File: config.mk
export PLATFORM = sky130hd
export DESIGN_NAME = ex_mem_stage_flat
export DESIGN_NICKNAME = d
export VERILOG_FILES = /design/src/rtl/ex_mem_stage_pkg.sv /design/src/rtl/ex_mem_stage_if.sv /design/src/rtl/ex_mem_stage_fwd_unit.sv /design/src/rtl/ex_mem_stage.sv /design/src/flat_wrapper.sv
export SDC_FILE = /design/constraint.sdc
export NUM_CORES = 1
export LEC_CHECK = 0
export BUFFER_PORTS_ARGS = -buffer_cell sky130_fd_sc_hd__buf_2
export CORE_UTILIZATION = 44
export CTS_CLUSTER_DIAMETER = 120
export CTS_CLUSTER_SIZE = 20
export DETAILED_ROUTE_END_ITERATION = 10
export GPL_ROUTABILITY_DRIVEN = 0
export GPL_TIMING_DRIVEN = 0
export PLACE_DENSITY_LB_ADDON = 0.2
export SLEW_MARGIN = 20
export SYNTH_ARGS = -nofsm -noshare
export SYNTH_HDL_FRONTEND = slang
export SYNTH_SLANG_ARGS = --single-unit
File: constraint.sdc
create_clock -name clk -period 2.2 [get_ports clk]
set_input_delay 0.44 -clock clk [delete_from_list [all_inputs] [get_ports clk]]
set_output_delay 0.44 -clock clk [all_outputs]
set_load 0.005 [all_outputs]
File: src/rtl/ex_mem_stage_pkg.sv
// ex_mem_stage_pkg: constants shared by the EX/MEM pipeline register, its
// forwarding unit and the bus interface.
//   DATA_W / REG_W   : default datapath and register-index widths
//   CTL_*            : bit positions inside the 4-bit control word
//                      {reg_write, mem_read, mem_write, branch}
//   FWD_*            : operand-select encodings driven on fwd_a / fwd_b
package ex_mem_stage_pkg;

    localparam int DATA_W = 32;
    localparam int REG_W  = 5;

    localparam int CTL_W         = 4;
    localparam int CTL_REG_WRITE = 3;
    localparam int CTL_MEM_READ  = 2;
    localparam int CTL_MEM_WRITE = 1;
    localparam int CTL_BRANCH    = 0;

    typedef logic [1:0] fwd_t;

    localparam fwd_t FWD_RF    = 2'b00;
    localparam fwd_t FWD_EXMEM = 2'b10;
    localparam fwd_t FWD_MEMWB = 2'b01;

endpackage

File: src/rtl/ex_mem_stage_if.sv
// ex_mem_stage_if: every signal of the EX/MEM stage except clk/rst.
//   slave  modport : the stage itself (takes EX results and hazard inputs,
//                    drives the registered mem_* contents, redirect, fwd selects)
//   master modport : the surrounding pipeline / testbench
// Flow control: there is no ready. ex_valid qualifies the EX bundle; the
// stage accepts it at a rising edge unless stall or flush is high. stall
// holds everything, flush drops the held entry, and flush beats stall.
interface ex_mem_stage_if #(
    parameter int DATA_W = ex_mem_stage_pkg::DATA_W,
    parameter int REG_W  = ex_mem_stage_pkg::REG_W
);
    import ex_mem_stage_pkg::*;

    logic              ex_valid;
    logic [DATA_W-1:0] ex_alu_res;
    logic              ex_zero;
    logic [CTL_W-1:0]  ex_ctl;
    logic [REG_W-1:0]  ex_rd;
    logic [DATA_W-1:0] ex_store_data;
    logic [DATA_W-1:0] ex_br_target;
    logic              stall;
    logic              flush;
    logic [REG_W-1:0]  id_rs;
    logic [REG_W-1:0]  id_rt;
    logic [REG_W-1:0]  wb_rd;
    logic              wb_reg_write;

    logic              mem_valid;
    logic [DATA_W-1:0] mem_alu_res;
    logic [DATA_W-1:0] mem_store_data;
    logic [REG_W-1:0]  mem_rd;
    logic [CTL_W-1:0]  mem_ctl;
    logic              pc_src;
    logic [DATA_W-1:0] pc_target;
    fwd_t              fwd_a;
    fwd_t              fwd_b;

    modport slave (
        input  ex_valid, ex_alu_res, ex_zero, ex_ctl, ex_rd, ex_store_data,
               ex_br_target, stall, flush, id_rs, id_rt, wb_rd, wb_reg_write,
        output mem_valid, mem_alu_res, mem_store_data, mem_rd, mem_ctl,
               pc_src, pc_target, fwd_a, fwd_b
    );

    modport master (
        output ex_valid, ex_alu_res, ex_zero, ex_ctl, ex_rd, ex_store_data,
               ex_br_target, stall, flush, id_rs, id_rt, wb_rd, wb_reg_write,
        input  mem_valid, mem_alu_res, mem_store_data, mem_rd, mem_ctl,
               pc_src, pc_target, fwd_a, fwd_b
    );

endinterface

File: src/rtl/ex_mem_stage_fwd_unit.sv
// fwd_unit: operand-select logic for one source register of the instruction
// currently in EX. Purely combinational.
//   mem_valid, mem_reg_write, mem_rd : what the EX/MEM register holds
//   wb_reg_write, wb_rd              : what MEM/WB is about to write
//   src                              : source register index being resolved
//   sel                              : FWD_EXMEM, FWD_MEMWB or FWD_RF
module fwd_unit #(
    parameter int REG_W = ex_mem_stage_pkg::REG_W
) (
    input  logic             mem_valid,
    input  logic             mem_reg_write,
    input  logic [REG_W-1:0] mem_rd,
    input  logic             wb_reg_write,
    input  logic [REG_W-1:0] wb_rd,
    input  logic [REG_W-1:0] src,
    output logic [1:0]       sel
);
    import ex_mem_stage_pkg::*;

    // The EX/MEM result is younger than MEM/WB, so it is checked first.
    // r0 is hard-wired to zero and must never be forwarded.
    always_comb begin
        sel = FWD_RF;
        if (mem_valid && mem_reg_write && (mem_rd != '0) && (mem_rd == src)) begin
            sel = FWD_EXMEM;
        end else if (wb_reg_write && (wb_rd != '0) && (wb_rd == src)) begin
            sel = FWD_MEMWB;
        end
    end

endmodule

File: src/rtl/ex_mem_stage.sv
// ex_mem_stage: EX/MEM pipeline register with branch resolution and the
// forwarding unit for the instruction in EX.
//   clk, rst : rising-edge clock, synchronous active-high reset
//   bus      : ex_mem_stage_if.slave
//              in : ex_* bundle, stall, flush, id_rs/id_rt, wb_rd/wb_reg_write
//              out: mem_* registered contents, pc_src/pc_target, fwd_a/fwd_b
module ex_mem_stage #(
    parameter int DATA_W = ex_mem_stage_pkg::DATA_W,
    parameter int REG_W  = ex_mem_stage_pkg::REG_W
) (
    input  logic           clk,
    input  logic           rst,
    ex_mem_stage_if.slave  bus
);
    import ex_mem_stage_pkg::*;

    logic              valid_q;
    logic [DATA_W-1:0] alu_q;
    logic              zero_q;
    logic [CTL_W-1:0]  ctl_q;
    logic [REG_W-1:0]  rd_q;
    logic [DATA_W-1:0] store_q;
    logic [DATA_W-1:0] target_q;
    // Set once the held branch has redirected the PC, so a stalled branch
    // does not redirect again on every held cycle.
    logic              br_done_q;

    logic [CTL_W-1:0]  ctl_eff;
    logic              taken;
    logic              redirect;

    always_ff @(posedge clk) begin
        if (rst) begin
            valid_q   <= 1'b0;
            alu_q     <= '0;
            zero_q    <= 1'b0;
            ctl_q     <= '0;
            rd_q      <= '0;
            store_q   <= '0;
            target_q  <= '0;
            br_done_q <= 1'b0;
        end else if (bus.flush) begin
            // Dropping valid is enough: every consumer is gated by it.
            valid_q   <= 1'b0;
            br_done_q <= 1'b0;
        end else if (!bus.stall) begin
            valid_q   <= bus.ex_valid;
            alu_q     <= bus.ex_alu_res;
            zero_q    <= bus.ex_zero;
            ctl_q     <= bus.ex_ctl;
            rd_q      <= bus.ex_rd;
            store_q   <= bus.ex_store_data;
            target_q  <= bus.ex_br_target;
            br_done_q <= 1'b0;
        end else if (redirect) begin
            br_done_q <= 1'b1;
        end
    end

    // An invalid entry must never look like a write to memory or the regfile.
    assign ctl_eff  = valid_q ? ctl_q : '0;

    // The branch stays in the stage after redirecting; younger stages are
    // killed by the pipeline controller, not here.
    assign taken    = valid_q && ctl_q[CTL_BRANCH] && zero_q;
    assign redirect = taken && !br_done_q;

    assign bus.mem_valid      = valid_q;
    assign bus.mem_alu_res    = alu_q;
    assign bus.mem_store_data = store_q;
    assign bus.mem_rd         = rd_q;
    assign bus.mem_ctl        = ctl_eff;
    assign bus.pc_src         = redirect;
    assign bus.pc_target      = redirect ? target_q : '0;

    fwd_unit #(.REG_W(REG_W)) u_fwd_a (
        .mem_valid     (valid_q),
        .mem_reg_write (ctl_eff[CTL_REG_WRITE]),
        .mem_rd        (rd_q),
        .wb_reg_write  (bus.wb_reg_write),
        .wb_rd         (bus.wb_rd),
        .src           (bus.id_rs),
        .sel           (bus.fwd_a)
    );

    fwd_unit #(.REG_W(REG_W)) u_fwd_b (
        .mem_valid     (valid_q),
        .mem_reg_write (ctl_eff[CTL_REG_WRITE]),
        .mem_rd        (rd_q),
        .wb_reg_write  (bus.wb_reg_write),
        .wb_rd         (bus.wb_rd),
        .src           (bus.id_rt),
        .sel           (bus.fwd_b)
    );

endmodule

File: src/flat_wrapper.sv
// flat-port wrapper written by rule: the top's interface ports become plain ports
module ex_mem_stage_flat import ex_mem_stage_pkg::*;
#(
    parameter int DATA_W = ex_mem_stage_pkg::DATA_W,
    parameter int REG_W  = ex_mem_stage_pkg::REG_W
)
  (clk, rst, bus_ex_valid, bus_ex_alu_res, bus_ex_zero, bus_ex_ctl, bus_ex_rd, bus_ex_store_data, bus_ex_br_target, bus_stall, bus_flush, bus_id_rs, bus_id_rt, bus_wb_rd, bus_wb_reg_write, bus_mem_valid, bus_mem_alu_res, bus_mem_store_data, bus_mem_rd, bus_mem_ctl, bus_pc_src, bus_pc_target, bus_fwd_a, bus_fwd_b);
  ex_mem_stage_if #(.DATA_W(DATA_W), .REG_W(REG_W)) bus_i ();
  input  logic clk;
  input  logic rst;
  input wire logic [$bits(bus_i.ex_valid)-1:0] bus_ex_valid;
  input wire logic [$bits(bus_i.ex_alu_res)-1:0] bus_ex_alu_res;
  input wire logic [$bits(bus_i.ex_zero)-1:0] bus_ex_zero;
  input wire logic [$bits(bus_i.ex_ctl)-1:0] bus_ex_ctl;
  input wire logic [$bits(bus_i.ex_rd)-1:0] bus_ex_rd;
  input wire logic [$bits(bus_i.ex_store_data)-1:0] bus_ex_store_data;
  input wire logic [$bits(bus_i.ex_br_target)-1:0] bus_ex_br_target;
  input wire logic [$bits(bus_i.stall)-1:0] bus_stall;
  input wire logic [$bits(bus_i.flush)-1:0] bus_flush;
  input wire logic [$bits(bus_i.id_rs)-1:0] bus_id_rs;
  input wire logic [$bits(bus_i.id_rt)-1:0] bus_id_rt;
  input wire logic [$bits(bus_i.wb_rd)-1:0] bus_wb_rd;
  input wire logic [$bits(bus_i.wb_reg_write)-1:0] bus_wb_reg_write;
  output wire logic [$bits(bus_i.mem_valid)-1:0] bus_mem_valid;
  output wire logic [$bits(bus_i.mem_alu_res)-1:0] bus_mem_alu_res;
  output wire logic [$bits(bus_i.mem_store_data)-1:0] bus_mem_store_data;
  output wire logic [$bits(bus_i.mem_rd)-1:0] bus_mem_rd;
  output wire logic [$bits(bus_i.mem_ctl)-1:0] bus_mem_ctl;
  output wire logic [$bits(bus_i.pc_src)-1:0] bus_pc_src;
  output wire logic [$bits(bus_i.pc_target)-1:0] bus_pc_target;
  output wire logic [$bits(bus_i.fwd_a)-1:0] bus_fwd_a;
  output wire logic [$bits(bus_i.fwd_b)-1:0] bus_fwd_b;
  assign bus_i.ex_valid = bus_ex_valid;
  assign bus_i.ex_alu_res = bus_ex_alu_res;
  assign bus_i.ex_zero = bus_ex_zero;
  assign bus_i.ex_ctl = bus_ex_ctl;
  assign bus_i.ex_rd = bus_ex_rd;
  assign bus_i.ex_store_data = bus_ex_store_data;
  assign bus_i.ex_br_target = bus_ex_br_target;
  assign bus_i.stall = bus_stall;
  assign bus_i.flush = bus_flush;
  assign bus_i.id_rs = bus_id_rs;
  assign bus_i.id_rt = bus_id_rt;
  assign bus_i.wb_rd = bus_wb_rd;
  assign bus_i.wb_reg_write = bus_wb_reg_write;
  assign bus_mem_valid = bus_i.mem_valid;
  assign bus_mem_alu_res = bus_i.mem_alu_res;
  assign bus_mem_store_data = bus_i.mem_store_data;
  assign bus_mem_rd = bus_i.mem_rd;
  assign bus_mem_ctl = bus_i.mem_ctl;
  assign bus_pc_src = bus_i.pc_src;
  assign bus_pc_target = bus_i.pc_target;
  assign bus_fwd_a = bus_i.fwd_a;
  assign bus_fwd_b = bus_i.fwd_b;
  ex_mem_stage #(.DATA_W(DATA_W), .REG_W(REG_W)) u_core (.clk(clk), .rst(rst), .bus(bus_i));
endmodule
==> run_results.csv <==
group,metric,value,unit
worst_hold_path,hold_class,"input pin to flop",
drt,viasPerCell,4.71,
timing,fin_skew,0.00944,ns
floorplanning,row_count,35,
synthesis,synth_ff_type,"dfxtp_1",
drt,first_pass_iters,4,
grt,grt_max_degree,17,
synthesis,synth_common_cells,"nand2_1, dfxtp_1, a21oi_1",
grt,grt_pass1_vias,4146,
synthesis,async_reset_ff_frac,0,
floorplanning,initial_utilization,0.454,
worst_setup_path,critPathKind,"flop to output port",
worst_hold_path,hold_depth,2,
worst_hold_path,hold_start,"bus_flush",
worst_setup_path,rrSetupSlack,1.28,ns
worst_hold_path,holdPathEnd,"u_core.bus.mem_valid$_SDFFE_PP0N_",
worst_setup_path,slowest_delay,0.54,ns
grt,grt_pass1_wl,19000,um
layout,final_cells,928,
timing,tns,-0.295,ns
worst_setup_path,regToRegEndpoint,"u_core.br_done_q$_SDFFE_PP0P_",
timing,slew_viol_final,0,
floorplanning,dieArea,9920,um2
drt,drtIter0Drc,89,
floorplanning,fp.dieW,99.6,um
synthesis,yosysTopAreaCell,"dfxtp_1",
worst_setup_path,crit_arrival,1.87,ns
synthesis,syn_nets,670,
pwr,powerDensity,653,nW/um2
worst_setup_path,crit_start,"u_core.bus.mem_rd[0]$_SDFFE_PP0P_",
timing,fmax,434,MHz
grt,grt_use_total,0.241,
synthesis,yosys.area.top_type_share,0.516,
floorplanning,design.core.area,9240,um2
place,portBuffers,236,
drt,wl_per_cell,12.9,um
synthesis,yosys_warnings,0,
drt,route.vias.total,4373,
synthesis,syn-cell-area,4190,um2
timing,hold_viol,0,
synthesis,syn_inst,543,
clocking,cts.clk_slew.worst_paths,0.09,ns
worst_setup_path,required,1.76,ns
floorplanning,die-height,99.6,um
clocking,cts_max_path_buffers,2,
synthesis,synth.most_common_cell,"nand2_1",
worst_setup_path,start_kind,"flop",
status,violations,"negative setup slack",
pwr,ir_worst_vdd,0.350,mV
synthesis,ys_ff_latch,108,
timing,timing.hold.ws,0.282,ns
worst_setup_path,crit_chain,"or4_4 -> o21ai_4 -> buf_4 -> nor4_4 -> nor4_2 -> buf_2",
timing,rsz0062_at_grt,"true",
clocking,cts_buffers,9,
place,place_inst,908,
worst_setup_path,crit_buf_inv,2,
worst_setup_path,r2r_cells,3,
synthesis,synth_edf_count,0,
grt,grt_overflow,0,
clocking,holdBufCountCts,0,
worst_setup_path,crit_fanout,2,
timing,worst_pin_slew,0.620,ns
clocking,cts_sinks,108,
timing,period_share,1.05,
grt,antenna_found_initial,0,
timing,setup_viol,3,
synthesis,synth_area_leaders,"dfxtp_1, nand2_1, a21oi_1",
worst_setup_path,crit_cells,6,
layout,final_nets,923,
clocking,cts_tree,"done",
timing,maxSlewHeadroom,0.585,
clocking,cts_root_buffer,"clkbuf_8",
synthesis,synth_cell_types,20,
flow_run,max_cap_viol_count,0,
layout,nFillCells,840,
layout,n_antenna_cell,0,
clocking,htree_levels,3,
timing,fin_crit,2.31,ns
clocking,clkLatencyLatePin,0.36,ns
layout,syn_to_final_growth,39.8,%
floorplanning,ios,238,
drt,routed_wl,12000,um
drt,drcViolationCount,0,
place,dp_hpwl,9210,um
synthesis,ys_seq_area_frac,0.516,
status,status,"finished, violations left",
synthesis,avgSynthCellArea,7.72,um2
drt,ant_nets,0,
worst_setup_path,r2r-start,"u_core.bus.mem_valid$_SDFFE_PP0N_",
pwr,power_leakage,2.76,nW
layout,drive_gt1_frac,0.353,
worst_setup_path,crit_family,"simple AND/OR/NAND/NOR gates",
timing,worst_slack,-0.106,ns
worst_setup_path,cp-end-kind,"output port",
worst_setup_path,crit_slowest_cell,"or4_4",
stage by stage:
| step | area, um2 | utilization | power [W] | setup slack, ns |
|---|---|---|---|---|
| 6_report | 5860 | 0.634 | 0.00383 | -0.106 |
| 5_1_grt | 5860 | 0.634 | 0.00401 | -0.198 |
| 4_1_cts | 5850 | 0.633 | 0.00386 | -0.0923 |
| 3_5_place_dp | 5540 | 0.599 | 0.00259 | 0.0509 |
| 3_3_place_gp | 5540 | 0.599 | 0.00258 | 0.0711 |
| 2_1_floorplan | 4190 | - | 0.00235 | 0.371 |
kinds of logic (layout without fill, tap and decap cells):
| group | Yosys count | count (layout) | synth area share |
|---|---|---|---|
| AND/OR/NAND/NOR | 267 | 267 | 0.272 |
| AO/OA/AOI/OAI | 108 | 108 | 0.130 |
| flip-flops | 108 | 108 | 0.516 |
| buffers and inverters | 39 | 295 | 0.0388 |
| XOR/XNOR | 20 | 20 | 0.0418 |
| multiplexers | 1 | 1 | 0.00239 |
how the worst max path moves through the flow:
stage | endpoint | slack (ns)
floorplan | bus_fwd_a[0] | 0.37
global placement | bus_pc_target[11] | 0.07
detailed placement | bus_pc_target[11] | 0.05
CTS | bus_fwd_a[0] | -0.09
global route | bus_fwd_b[0] | -0.20
finish | bus_fwd_a[0] | -0.11
state kept, by name, indices dropped and copies added (netlist names):
| register | flops |
|---|---|
| u_core.bus.mem_alu_res | 32 |
| u_core.bus.mem_store_data | 32 |
| u_core.target_q | 32 |
| u_core.bus.mem_rd | 5 |
| u_core.ctl_q | 4 |
| u_core.br_done_q | 1 |
| u_core.bus.mem_valid | 1 |
| u_core.zero_q | 1 |
layer usage:
metal	vias to the layer above	wire length (um)	global-route usage
li1	2240	-	-
met1	1960	4670	0.257
met2	154	6180	0.452
met3	19	866	0.0632
met4	0	238	0.0939
met5	-	0	0
final cells by class:
type | count | area, um2 | area share
buffer | 39 | 174 | 0.0297
clock buffer | 10 | 128 | 0.0218
clock inverter | 4 | 76.3 | 0.0130
tap | 129 | 161 | 0.0275
sequential | 108 | 2170 | 0.370
multi-input combinational | 396 | 1920 | 0.328
timing repair buffer | 242 | 1230 | 0.210
worst reg2reg max path, cell delays in order, from the launching register on:
cell,delay [ns]
dfxtp_2,0.38
and2_4,0.16
a21oi_1,0.06
nor4b_1,0.22
what timing repair did:
item,4_1_cts,5_1_grt
gates resized for setup,19,4
endpoints found under the hold margin,0,0
buffers inserted,5,1
setup endpoints to repair,33,33
pin swaps,4,1
gates cloned,0,0
cells in the final DEF, fill, tap and decap left out, types with 4 or more instances in the layout:
cell type,Yosys,routed
buf_4,1,7
xnor2_1,16,16
clkbuf_8,0,9
xor2_1,4,4
clkbuf_1,28,26
dfxtp_1,108,105
and2_1,36,34
a21oi_1,107,107
buf_2,10,246
nand2_1,215,215
power breakdown:
group	switching (W)	internal [W]
Combinational	0.000253	0.000218
Sequential	0.0000442	0.00204
Clock	0.000637	0.000632
Note: power is estimated with default switching activity, not from simulation.
